$ cat config.mk
export PLATFORM = sky130hd
export DESIGN_NAME = tdm_dmux8
export DESIGN_NICKNAME = d
export VERILOG_FILES = /design/src/rtl/tdm_dmux8.sv
export SDC_FILE = /design/constraint.sdc
export NUM_CORES = 1
export LEC_CHECK = 0
export ABC_CLOCK_PERIOD_IN_PS = 3300
export BUFFER_PORTS_ARGS = -buffer_cell sky130_fd_sc_hd__clkbuf_2
export CAP_MARGIN = 20
export CORE_MARGIN = 1.5
export CORE_UTILIZATION = 24
export CTS_CLUSTER_DIAMETER = 80
export DETAILED_ROUTE_END_ITERATION = 10
export SYNTH_ARGS = -nofsm -noshare
export SYNTH_HDL_FRONTEND = slang
export SYNTH_SLANG_ARGS = --single-unit
$ cat constraint.sdc
create_clock -name clock -period 3.3 [get_ports clock]
set_input_delay 0.66 -clock clock [delete_from_list [all_inputs] [get_ports clock]]
set_output_delay 0.66 -clock clock [all_outputs]
set_load 0.01 [all_outputs]
$ cat src/rtl/tdm_dmux8.sv
// tdm_dmux8 -- receive-side 8-way time-division demultiplexer.
//
// Collects 8 consecutive accepted words (slot 0 marked by sof) into a shadow
// buffer. When the 8th word arrives, the whole frame moves to the output
// registers a..h in one step, so a partial frame never shows on the outputs.
//
// Ports
//   clock       rising-edge clock for all state
//   reset_n     synchronous, active-low reset
//   in          serial TDM data word (WIDTH bits)
//   in_valid    qualifies in; one word is accepted per edge with in_valid=1
//   sof         start-of-frame marker, meaningful only with in_valid=1
//   a..h        committed frame slots 0..7
//   frame_valid one-cycle pulse in the cycle a new frame appears on a..h
//   err         one-cycle framing-error pulse
//   slot        index of the next slot expected
//   frames      count of committed frames, wraps 255 -> 0
module tdm_dmux8 #(
  parameter int unsigned WIDTH = 16
) (
  input  logic             clock,
  input  logic             reset_n,
  input  logic [WIDTH-1:0] in,
  input  logic             in_valid,
  input  logic             sof,
  output logic [WIDTH-1:0] a,
  output logic [WIDTH-1:0] b,
  output logic [WIDTH-1:0] c,
  output logic [WIDTH-1:0] d,
  output logic [WIDTH-1:0] e,
  output logic [WIDTH-1:0] f,
  output logic [WIDTH-1:0] g,
  output logic [WIDTH-1:0] h,
  output logic             frame_valid,
  output logic             err,
  output logic [2:0]       slot,
  output logic [7:0]       frames
);

  typedef enum logic {
    IDLE = 1'b0,
    RECV = 1'b1
  } state_t;

  state_t           state_q, state_d;
  logic [2:0]       cnt_q, cnt_d;
  logic [WIDTH-1:0] shadow_q [8];
  logic [WIDTH-1:0] shadow_d [8];
  logic [WIDTH-1:0] out_q    [8];
  logic [WIDTH-1:0] out_d    [8];
  logic             frame_valid_q, frame_valid_d;
  logic             err_q, err_d;
  logic [7:0]       frames_q, frames_d;

  always_comb begin
    state_d       = state_q;
    cnt_d         = cnt_q;
    shadow_d      = shadow_q;
    out_d         = out_q;
    frame_valid_d = 1'b0;
    err_d         = 1'b0;
    frames_d      = frames_q;

    if (in_valid) begin
      unique case (state_q)
        IDLE: begin
          if (sof) begin
            shadow_d[0] = in;
            cnt_d       = 3'd1;
            state_d     = RECV;
          end else begin
            // Word outside a frame: drop it, flag it, stay aligned at slot 0.
            err_d = 1'b1;
          end
        end

        RECV: begin
          if (sof) begin
            // Early sof abandons the partial frame and restarts at slot 0.
            err_d       = 1'b1;
            shadow_d[0] = in;
            cnt_d       = 3'd1;
          end else begin
            shadow_d[cnt_q] = in;
            if (cnt_q == 3'd7) begin
              // The 8th word bypasses the shadow so the commit needs no extra cycle.
              for (int unsigned i = 0; i < 7; i++) begin
                out_d[i] = shadow_q[i];
              end
              out_d[7]      = in;
              cnt_d         = 3'd0;
              state_d       = IDLE;
              frame_valid_d = 1'b1;
              frames_d      = frames_q + 8'd1;
            end else begin
              cnt_d = cnt_q + 3'd1;
            end
          end
        end

        default: begin
          state_d = IDLE;
          cnt_d   = 3'd0;
        end
      endcase
    end
  end

  always_ff @(posedge clock) begin
    if (!reset_n) begin
      state_q       <= IDLE;
      cnt_q         <= '0;
      frame_valid_q <= 1'b0;
      err_q         <= 1'b0;
      frames_q      <= '0;
      for (int unsigned i = 0; i < 8; i++) begin
        shadow_q[i] <= '0;
        out_q[i]    <= '0;
      end
    end else begin
      state_q       <= state_d;
      cnt_q         <= cnt_d;
      frame_valid_q <= frame_valid_d;
      err_q         <= err_d;
      frames_q      <= frames_d;
      for (int unsigned i = 0; i < 8; i++) begin
        shadow_q[i] <= shadow_d[i];
        out_q[i]    <= out_d[i];
      end
    end
  end

  assign a           = out_q[0];
  assign b           = out_q[1];
  assign c           = out_q[2];
  assign d           = out_q[3];
  assign e           = out_q[4];
  assign f           = out_q[5];
  assign g           = out_q[6];
  assign h           = out_q[7];
  assign frame_valid = frame_valid_q;
  assign err         = err_q;
  assign slot        = cnt_q;
  assign frames      = frames_q;

endmodule

==> results of run 1 <==
==> worst max-delay path by stage <==
stage / startpoint / endpoint / slack (ps)
2_1_floorplan: sof / shadow_q[117] / 1420
3_3_place_gp: slot[0] / f[7] / 790
3_5_place_dp: slot[0] / f[6] / 720
4_1_cts: slot[0] / f[6] / 690
5_1_grt: slot[0] / f[6] / 510
6_report: slot[0] / f[6] / 670
==> cell usage in the layout, fill, tap and decap left out, types with 2 or more instances in the layout <==
cell type,n
o21ai_0,84
nand2b_1,7
clkbuf_1,7
clkinv_2,4
nand3b_1,3
clkinvlp_4,4
clkbuf_16,30
ha_1,6
inv_1,5
or3_1,2
buf_4,10
nor2b_2,2
o21ai_1,15
buf_12,4
nand3_1,99
and3b_1,2
a22oi_1,3
o211ai_1,16
clkbuf_8,4
nor2_1,6
and4bb_2,2
nand2_1,282
clkbuf_2,160
a21oi_1,227
dfxtp_1,254
mux2i_1,20
inv_6,4
==> worst max-delay path, delay by kind of cell (launching register included) <==
family | cells | cell delay, ps
and+or+nand+nor | 2 | 650
DFF | 1 | 600
adders and majority gates | 2 | 560
buffers and inverters | 1 | 540
AOI/OAI and AO/OA | 1 | 70
==> where the power goes <==
part | switching, mW | total [mW] | internal, mW
registers | 0.0141 | 3.10 | 3.08
clock network | 1.34 | 3.11 | 1.77
logic | 0.204 | 0.256 | 0.0516
==> sequential cells by signal, indices dropped and copies added (netlist names), 3 cells and up <==
| signal | cells |
|---|---|
| shadow_q | 112 |
| a | 16 |
| b | 16 |
| c | 16 |
| d | 16 |
| e | 16 |
| f | 16 |
| g | 16 |
| h | 16 |
| frames | 8 |
| slot | 3 |
==> stage by stage <==
step | power, mW | hold WS [ps] | instance area (um2) | utilization, %
floorplan | 3.32 | 428 | 9630 | -
global placement | 3.42 | 435 | 10600 | 26.9
detailed placement | 3.42 | 440 | 10600 | 26.9
CTS | 6.54 | 448 | 11600 | 29.2
global route | 6.68 | 456 | 11600 | 29.2
finish | 6.46 | 442 | 11600 | 29.2
==> area by class of cell <==
type | instances | area, um2
Clock inverter | 12 | 92.6
Clock buffer | 41 | 832
Multi-Input combinational cell | 792 | 3930
Timing Repair Buffer | 175 | 971
Tap cell | 525 | 657
Inverter | 6 | 27.5
Sequential cell | 254 | 5080
Fill cell | 4268 | 28000
==> per-layer routing <==
metal,GRT usage [%],routed length (um),part of all wire [%],up-vias
li1,-,-,-,4136
met1,19.8,14000,43,4081
met2,25.5,15500,48,293
met3,3.40,2230,6.9,41
met4,3.89,773,2.4,0
met5,0,0,0,-
==> kinds of logic after synthesis <==
group / Yosys count
simple gates: 418
buf+inv: 130
mux: 20
flops: 254
compound gates: 347
fa+ha+maj: 6
xor+xnor: 1
==> flow_summary_export.csv, run 1 <==
group,metric,value,unit
status,outcome,"completed",
synth,syn_inst,1176,
timing,finalCritPeriodShare,79.7,%
placement,dpl_worst_slack,715,ps
clock_network,clk_pin_slew,60,ps
cells_and_area,nets,1285,
min_path,min_path_type,"flip-flop to flip-flop",
min_path,hold_depth,2,
synth,synth_top_family_by_area,"simple AND/OR/NAND/NOR gates",
placement,routabilityCongestion,0.750,
min_path,holdPathEnd,"b[0]",
floorplanning,core,39600,um2
timing,finClkSkew,12.0,ps
setup_path,crit_path_top_delay_cell,"dfxtp_1",
clock_network,clk_latency,570,ps
timing,setup_viol,0,
synth,synth_fp_nets,1202,
floorplanning,die_h,203,um
clock_network,clock_path_buffers,3,
setup_path,timing.rr.end,"f[6]",
timing,rsz0062_at_grt,"false",
cells_and_area,fin_cells,1805,
placement,dp_cells,1750,
synth,synth_top_cell_by_area,"dfxtp_1",
clock_network,htreeDepth,1,
route,drt-initial-drc-count,655,
cells_and_area,diodes,0,
synth,synth_compound_area_share,18.6,%
floorplanning,die_x,203,um
min_path,holdCritStartpoint,"shadow_q[96]",
setup_path,crit_fanout,65,
setup_path,crit_chain,"ha_1 > ha_1 > nand4b_4 > buf_4 > nand2_1 > a21oi_1",
setup_path,worst_r2r_path_depth,6,
clock_network,cts_hold_buffers,0,
synth,synth_edf_count,0,
timing,final.min_clock_period,2630,ps
clock_network,cts_setup_buffers,0,
cells_and_area,drive_above_1_share,18.0,%
synth,syn_area,9630,um2
synth,synth_seq_cells,254,
setup_path,critPathLaunchType,"flip-flop",
synth,synthArstFlopShare,0,%
synth,synth.area.mux_share,2.08,%
pwr,power_density,557,nW/um2
route,vias,8551,
global_routing,antenna_found_initial,0,
route,vias_per_cell,4.74,
setup_path,cp_common_cell,"ha_1",
clock_network,cts_tree,"built",
global_routing,track_usage,15.3,%
synth,yosys.cell_types.count,37,
timing,slew_headroom,31.8,%
synth,synth_top_area_share,52.8,%
setup_path,cp-end-kind,"flip-flop",
setup_path,r2r_start,"slot[0]",
clock_network,numCtsBuffers,30,
synth,synth_fa_ha_area_share,0.779,%
timing,fin_tns_setup,0,ps
flow_run,drv_cap,0,
clock_network,clockRootBuffer,"clkbuf_16",
synth,synth_xor_area_share,0.0909,%
floorplanning,die_area,41300,um2
setup_path,regToRegSetupSlack,670,ps
global_routing,grt_pass1_wl,47900,um
timing,tightest_slew,1020,ps
timing,hold_violations,0,
route,wl,32500,um
setup_path,path_class,"flip-flop to flip-flop",
global_routing,grt-ovfl-total,0,
clock_network,ctsResizeCount,0,
timing,timing.final.ws_setup,669,ps
cells_and_area,area_growth,20.3,%
route,firstDrtPassIters,5,
route,routedWlPerCell,18.0,um
synth,yosys-top-cells-count,"282 x nand2_1, 254 x dfxtp_1, 227 x a21oi_1",
synth,avgSynthCellArea,8.19,um2
synth,ys_seq_area_share,52.8,%
setup_path,worstPathArrival,3040,ps
clock_network,clkSinkCount,254,
floorplanning,io_pins,161,
floorplanning,rows,73,
global_routing,grt_pass1_vias,7843,
route,route.detailed.drc,0,
global_routing,grt_max_degree,99,
synth,synth.area.top_cells,"dfxtp_1 53%, a21oi_1 12%, nand2_1 11%, nand3_1 5.1%, o21ai_0 4.4%",
setup_path,critical_path_required,3710,ps
setup_path,slowest_delay,600,ps
placement,portBuffers,160,
timing,maxSlewViolCount,0,
floorplanning,start_util,24.3,%
route,ant_nets,0,
placement,hpwl,20000,um
synth,ys_warn_count,0,
synth,synth-main-ff-cell,"dfxtp_1",
pwr,peakVddDrop,0.358,mV
synth,synth_simple_gate_area_share,19.0,%
synth,synth.most_common_cell,"nand2_1",
timing,clock.fmax,380,MHz
pwr,p_leak,4.10,nW
Power figures use the tool's default switching activity.
==> run 2: changes to the inputs <==
- ABC_AREA: unset -> 1
- ABC_CLOCK_PERIOD_IN_PS: 3300 -> 2300
- clock period: 3.3 -> 2.3 ns (I/O delays scaled with it)
==> flow_summary_export.csv, run 2 <==
group,metric,value,unit
clock_network,cts_setup_buffers,0,
clock_network,clk_pin_slew,60,ps
synth,synth.most_common_cell,"nor2_1",
clock_network,clockRootBuffer,"clkbuf_16",
pwr,switching_share,22.7,%
timing,finalCritPeriodShare,78.7,%
global_routing,antenna_found_initial,1,
clock_network,htreeDepth,1,
clock_network,cts_tree,"built",
route,drt-initial-drc-count,493,
placement,hpwl,18400,um
synth,synth-main-ff-cell,"dfxtp_1",
route,vias,8324,
pwr,p_clk_share,50.6,%
cells_and_area,nets,1352,
cells_and_area,area_growth,24.1,%
synth,syn_area,9400,um2
cells_and_area,fin_cells,1868,
global_routing,track_usage,14.5,%
timing,final.min_clock_period,1810,ps
setup_path,crit_fanout,31,
cells_and_area,regMostFlops,"shadow_q",
clock_network,clkSinkCount,254,
clock_network,numCtsBuffers,29,
setup_path,cp-end-kind,"flip-flop",
floorplanning,rows,72,
pwr,peakVddDrop,0.499,mV
clock_network,clk_latency,550,ps
pwr,p_sw,2.21,mW
cells_and_area,final_cell_mix,"356 x nor2_1, 254 x dfxtp_1, 214 x o21ai_0",
synth,synthArstFlopShare,0,%
synth,synth_top_area_share,54.1,%
flow_run,drv_cap,0,
clock_network,clock_path_buffers,3,
placement,dp_cells,1813,
timing,finClkSkew,14.7,ps
clock_network,ctsResizeCount,0,
timing,hold_violations,0,
route,wl,29600,um
pwr,internal_power,7.53,mW
synth,yosys.cell_types.count,25,
floorplanning,io_pins,161,
pwr,p_comb_share,3.8,%
synth,ys_warn_count,0,
setup_path,critPathLaunchType,"flip-flop",
placement,routabilityCongestion,0.741,
placement,portBuffers,160,
route,routedWlPerCell,15.9,um
pwr,p_leak,5.38,nW
timing,clock.fmax,553,MHz
synth,avgSynthCellArea,7.83,um2
setup_path,worstPathArrival,2290,ps
floorplanning,core,38600,um2
synth,synth_fp_nets,1227,
timing,maxSlewViolCount,0,
pwr,p_seq_share,45.6,%
status,outcome,"completed",
cells_and_area,mostFrequentLayoutCell,"nor2_1",
pwr,power_density,835,nW/um2
clock_network,cts_hold_buffers,0,
timing,slew_headroom,59.8,%
timing,rsz0062_at_grt,"false",
timing,hold_slack,259,ps
route,ant_nets,0,
global_routing,grt_pass1_wl,45900,um
global_routing,grt_max_degree,96,
setup_path,critical_path_required,2780,ps
route,vias_per_cell,4.46,
synth,synth_seq_cells,254,
cells_and_area,drive_above_1_share,18.8,%
synth,synth_edf_count,0,
global_routing,grt-ovfl-total,0,
synth,ys_seq_area_share,54.1,%
pwr,power,9.74,mW
floorplanning,die_area,40400,um2
cells_and_area,largest_reg_flops,112,
synth,yosys-top-cells-count,"356 x nor2_1, 254 x dfxtp_1, 214 x o21ai_0",
global_routing,grt_pass1_vias,8010,
synth,synth_top_cell_by_area,"dfxtp_1",
timing,fin_tns_setup,0,ps
route,route.detailed.drc,0,
timing,setup_viol,0,
synth,syn_inst,1201,
floorplanning,die_h,201,um
route,firstDrtPassIters,4,
floorplanning,start_util,24.3,%
synth,synth.area.top_cells,"dfxtp_1 54%, nor2_1 14%, o21ai_0 11%, nor3_1 4.3%, a21oi_1 2.4%",
floorplanning,die_x,201,um
setup_path,path_class,"flip-flop to flip-flop",
timing,tightest_slew,603,ps
min_path,min_path_type,"primary input to flip-flop",
==> run 2: metrics by stage <==
stage / utilization [%] / area, um2 / setup WS, ps
final: 30.2 / 11700 / 490
after global routing: 30.2 / 11700 / 293
after CTS: 30.2 / 11700 / 466
after detailed placement: 27.5 / 10600 / 367
after global placement: 27.5 / 10600 / 434
after floorplan: - / 9400 / 727
==> run 2: cell families after synthesis <==
group | after synthesis | synth area share (%)
buffers and inverters | 141 | 6.88
AO/OA/AOI/OAI | 282 | 15.3
adder cells (fa/ha/maj) | 6 | 0.798
AND/OR/NAND/NOR | 518 | 22.9
flip-flops | 254 | 54.1
==> run 2: final timing paths <==
kind	cells after the start	from	to	slack, ps
max	7	slot[0]	f[13]	490
min	3	in_valid	err	260
max reg2reg	7	slot[0]	f[13]	490
min reg2reg	2	shadow_q[112]	a[0]	450
==> run 2: cell type report <==
cell class / count / area (um2)
Timing Repair Buffer: 180 / 1030
Clock inverter: 17 / 229
Sequential cell: 254 / 5080
Inverter: 55 / 206
Antenna cell: 2 / 5.00
Clock buffer: 36 / 792
Tap cell: 518 / 648
Multi-Input combinational cell: 806 / 3670
Fill cell: 4173 / 27000
==> run 2: critical path, cell delays in order (launching register included) <==
cell	delay, ps
dfxtp_1	320
ha_1	220
ha_1	220
nand4_1	130
buf_4	270
buf_4	360
nor2_1	100
nor2_1	120
==> run 2: power groups by stage <==
stage / clock network [mW] / registers [mW] / logic, mW
4_1_cts: 5.05 / 4.44 / 0.374
2_1_floorplan: 0 / 4.54 / 0.198
5_1_grt: 5.26 / 4.44 / 0.410
3_5_place_dp: 0 / 4.54 / 0.373
6_report: 4.92 / 4.44 / 0.370
3_3_place_gp: 0 / 4.54 / 0.368
==> run 2: per-layer routing <==
metal  vias up  global-route usage (%)  routed length (um)
met3        37                    2.86                1900
met1      3884                    20.0               14200
met4         0                    4.38                 616
li1       4164                       -                   -
met2       239                    22.8               12900
met5         -                       0                   0
==> run 3: changes to the inputs <==
- ABC_CLOCK_PERIOD_IN_PS: 2300 -> 1770
- clock period: 2.3 -> 1.77 ns (I/O delays scaled with it)
==> flow_summary_export.csv, run 3 (synthesis gave the netlist of run 2 again) <==
group,metric,value,unit
status,outcome,"completed",
clock_network,cts_hold_buffers,0,
setup_path,crit_fanout,34,
route,vias_per_cell,4.47,
pwr,peakVddDrop,0.679,mV
placement,portBuffers,160,
route,vias,8398,
setup_path,cp_common_cell,"ha_1",
timing,maxSlewViolCount,0,
setup_path,cp-end-kind,"flip-flop",
min_path,min_path_type,"primary input to flip-flop",
setup_path,crit_chain,"ha_1 > ha_1 > nand2_1 > nor2_4 > buf_4 > buf_6 > o21ai_0 > nor2_1",
cells_and_area,regMostFlops,"shadow_q",
clock_network,clkSinkCount,254,
global_routing,grt-ovfl-total,0,
clock_network,cts_tree,"built",
cells_and_area,fillers,4153,
placement,dp_cells,1815,
timing,hold_violations,0,
placement,routabilityCongestion,0.712,
timing,clock.fmax,615,MHz
cells_and_area,final_cell_mix,"356 x nor2_1, 254 x dfxtp_1, 214 x o21ai_0",
timing,rsz0062_at_grt,"false",
floorplanning,die_area,40400,um2
timing,slew_headroom,65.2,%
clock_network,clk_latency,570,ps
setup_path,r2r_start,"slot[1]",
global_routing,track_usage,14.4,%
timing,final.min_clock_period,1630,ps
min_path,hold_depth,3,
floorplanning,io_pins,161,
timing,hold_slack,146,ps
route,wl,30500,um
route,drt-initial-drc-count,411,
cells_and_area,largest_reg_flops,112,
timing,tightest_slew,522,ps
setup_path,slowest_delay,330,ps
cells_and_area,fin_cells,1877,
route,routedWlPerCell,16.2,um
min_path,holdCritStartpoint,"reset_n",
global_routing,grt_pass1_vias,7814,
setup_path,critical_path_required,2260,ps
floorplanning,rows,72,
setup_path,path_class,"flip-flop to flip-flop",
flow_run,drv_cap,0,
cells_and_area,finalInstanceArea,11800,um2
cells_and_area,nets,1362,
floorplanning,core,38600,um2
setup_path,crit_path_top_delay_cell,"dfxtp_1",
cells_and_area,mostFrequentLayoutCell,"nor2_1",
setup_path,worst_r2r_path_depth,8,
floorplanning,die_x,201,um
global_routing,antenna_found_initial,1,
clock_network,clock_path_buffers,3,
pwr,power,12.5,mW
cells_and_area,drive_above_1_share,19.2,%
clock_network,htreeDepth,1,
timing,finClkSkew,20.3,ps
floorplanning,die_h,201,um
clock_network,clockRootBuffer,"clkbuf_16",
global_routing,grt_pass1_wl,45300,um
setup_path,worstPathArrival,2120,ps
pwr,p_leak,5.44,nW
setup_path,timing.rr.end,"e[15]",
pwr,power_density,1060,nW/um2
route,ant_nets,0,
cells_and_area,area_growth,25.4,%
timing,finalCritPeriodShare,91.8,%
clock_network,clk_pin_slew,60,ps
route,route.detailed.drc,0,
min_path,holdPathEnd,"c[3]",
route,firstDrtPassIters,5,
timing,setup_viol,0,
placement,hpwl,18200,um
setup_path,regToRegSetupSlack,140,ps
timing,fin_tns_setup,0,ps
global_routing,grt_max_degree,92,
floorplanning,start_util,24.3,%
setup_path,critPathLaunchType,"flip-flop",
clock_network,numCtsBuffers,31,
placement,dpl_cell_area,10700,um2
==> run 3: metrics by stage <==
step | worst slack [ps] | util [%]
2_1_floorplan | 197 | -
5_1_grt | 24.6 | 30.5
6_report | 145 | 30.5
3_5_place_dp | 84.6 | 27.7
3_3_place_gp | 132 | 27.7
4_1_cts | 72.6 | 30.3
==> run 3: per-layer routing <==
layer	GRT usage (%)	vias up	share of wire, %
li1	-	4180	-
met1	19.7	3932	47
met2	23.0	238	45
met3	2.74	48	5.6
met4	4.08	0	2.5
met5	0	-	0
==> run 3: final cells by class <==
cell class                 count  area (um2)  share of cell area, %
timing repair buffer         188        1170                   9.91
sequential                   254        5080                   43.1
multi-input combinational    806        3670                   31.1
clock buffer                  41         863                   7.32
tap                          518         648                   5.50
inverter                      55         206                   1.75
clock inverter                14         145                   1.23
antenna                        1        2.50                 0.0212
==> run 3: where the power goes <==
group	leakage, nW	internal [mW]	switching [mW]	total (mW)
sequential	2.05	5.76	0.0159	5.77
clock	0.486	3.71	2.52	6.23
combinational	2.91	0.119	0.370	0.488
total	5.44	9.59	2.91	12.5
==> run 3: what timing repair did <==
| action | CTS | global route |
|---|---|---|
| gates resized for setup | 0 | 1 |
| setup endpoints to repair | 0 | 4 |
| buffers inserted | 0 | 4 |
==> run 3: worst max path at each step <==
stage	slack, ps	startpoint	end
after floorplan	200	slot[0]	frames[5]
after global placement	130	sof	shadow_q[80]
after detailed placement	80	slot[1]	frames[7]
after CTS	70	slot[0]	frames[7]
after global routing	20	slot[0]	a[5]
final	140	slot[1]	e[15]
==> run 3: critical path, delay by kind of cell, from the launching register on <==
family	cells	cell delay, ps
and+or+nand+nor	3	380
buffers and inverters	2	370
adders and majority gates	2	360
DFF	1	330
AOI/OAI and AO/OA	1	120
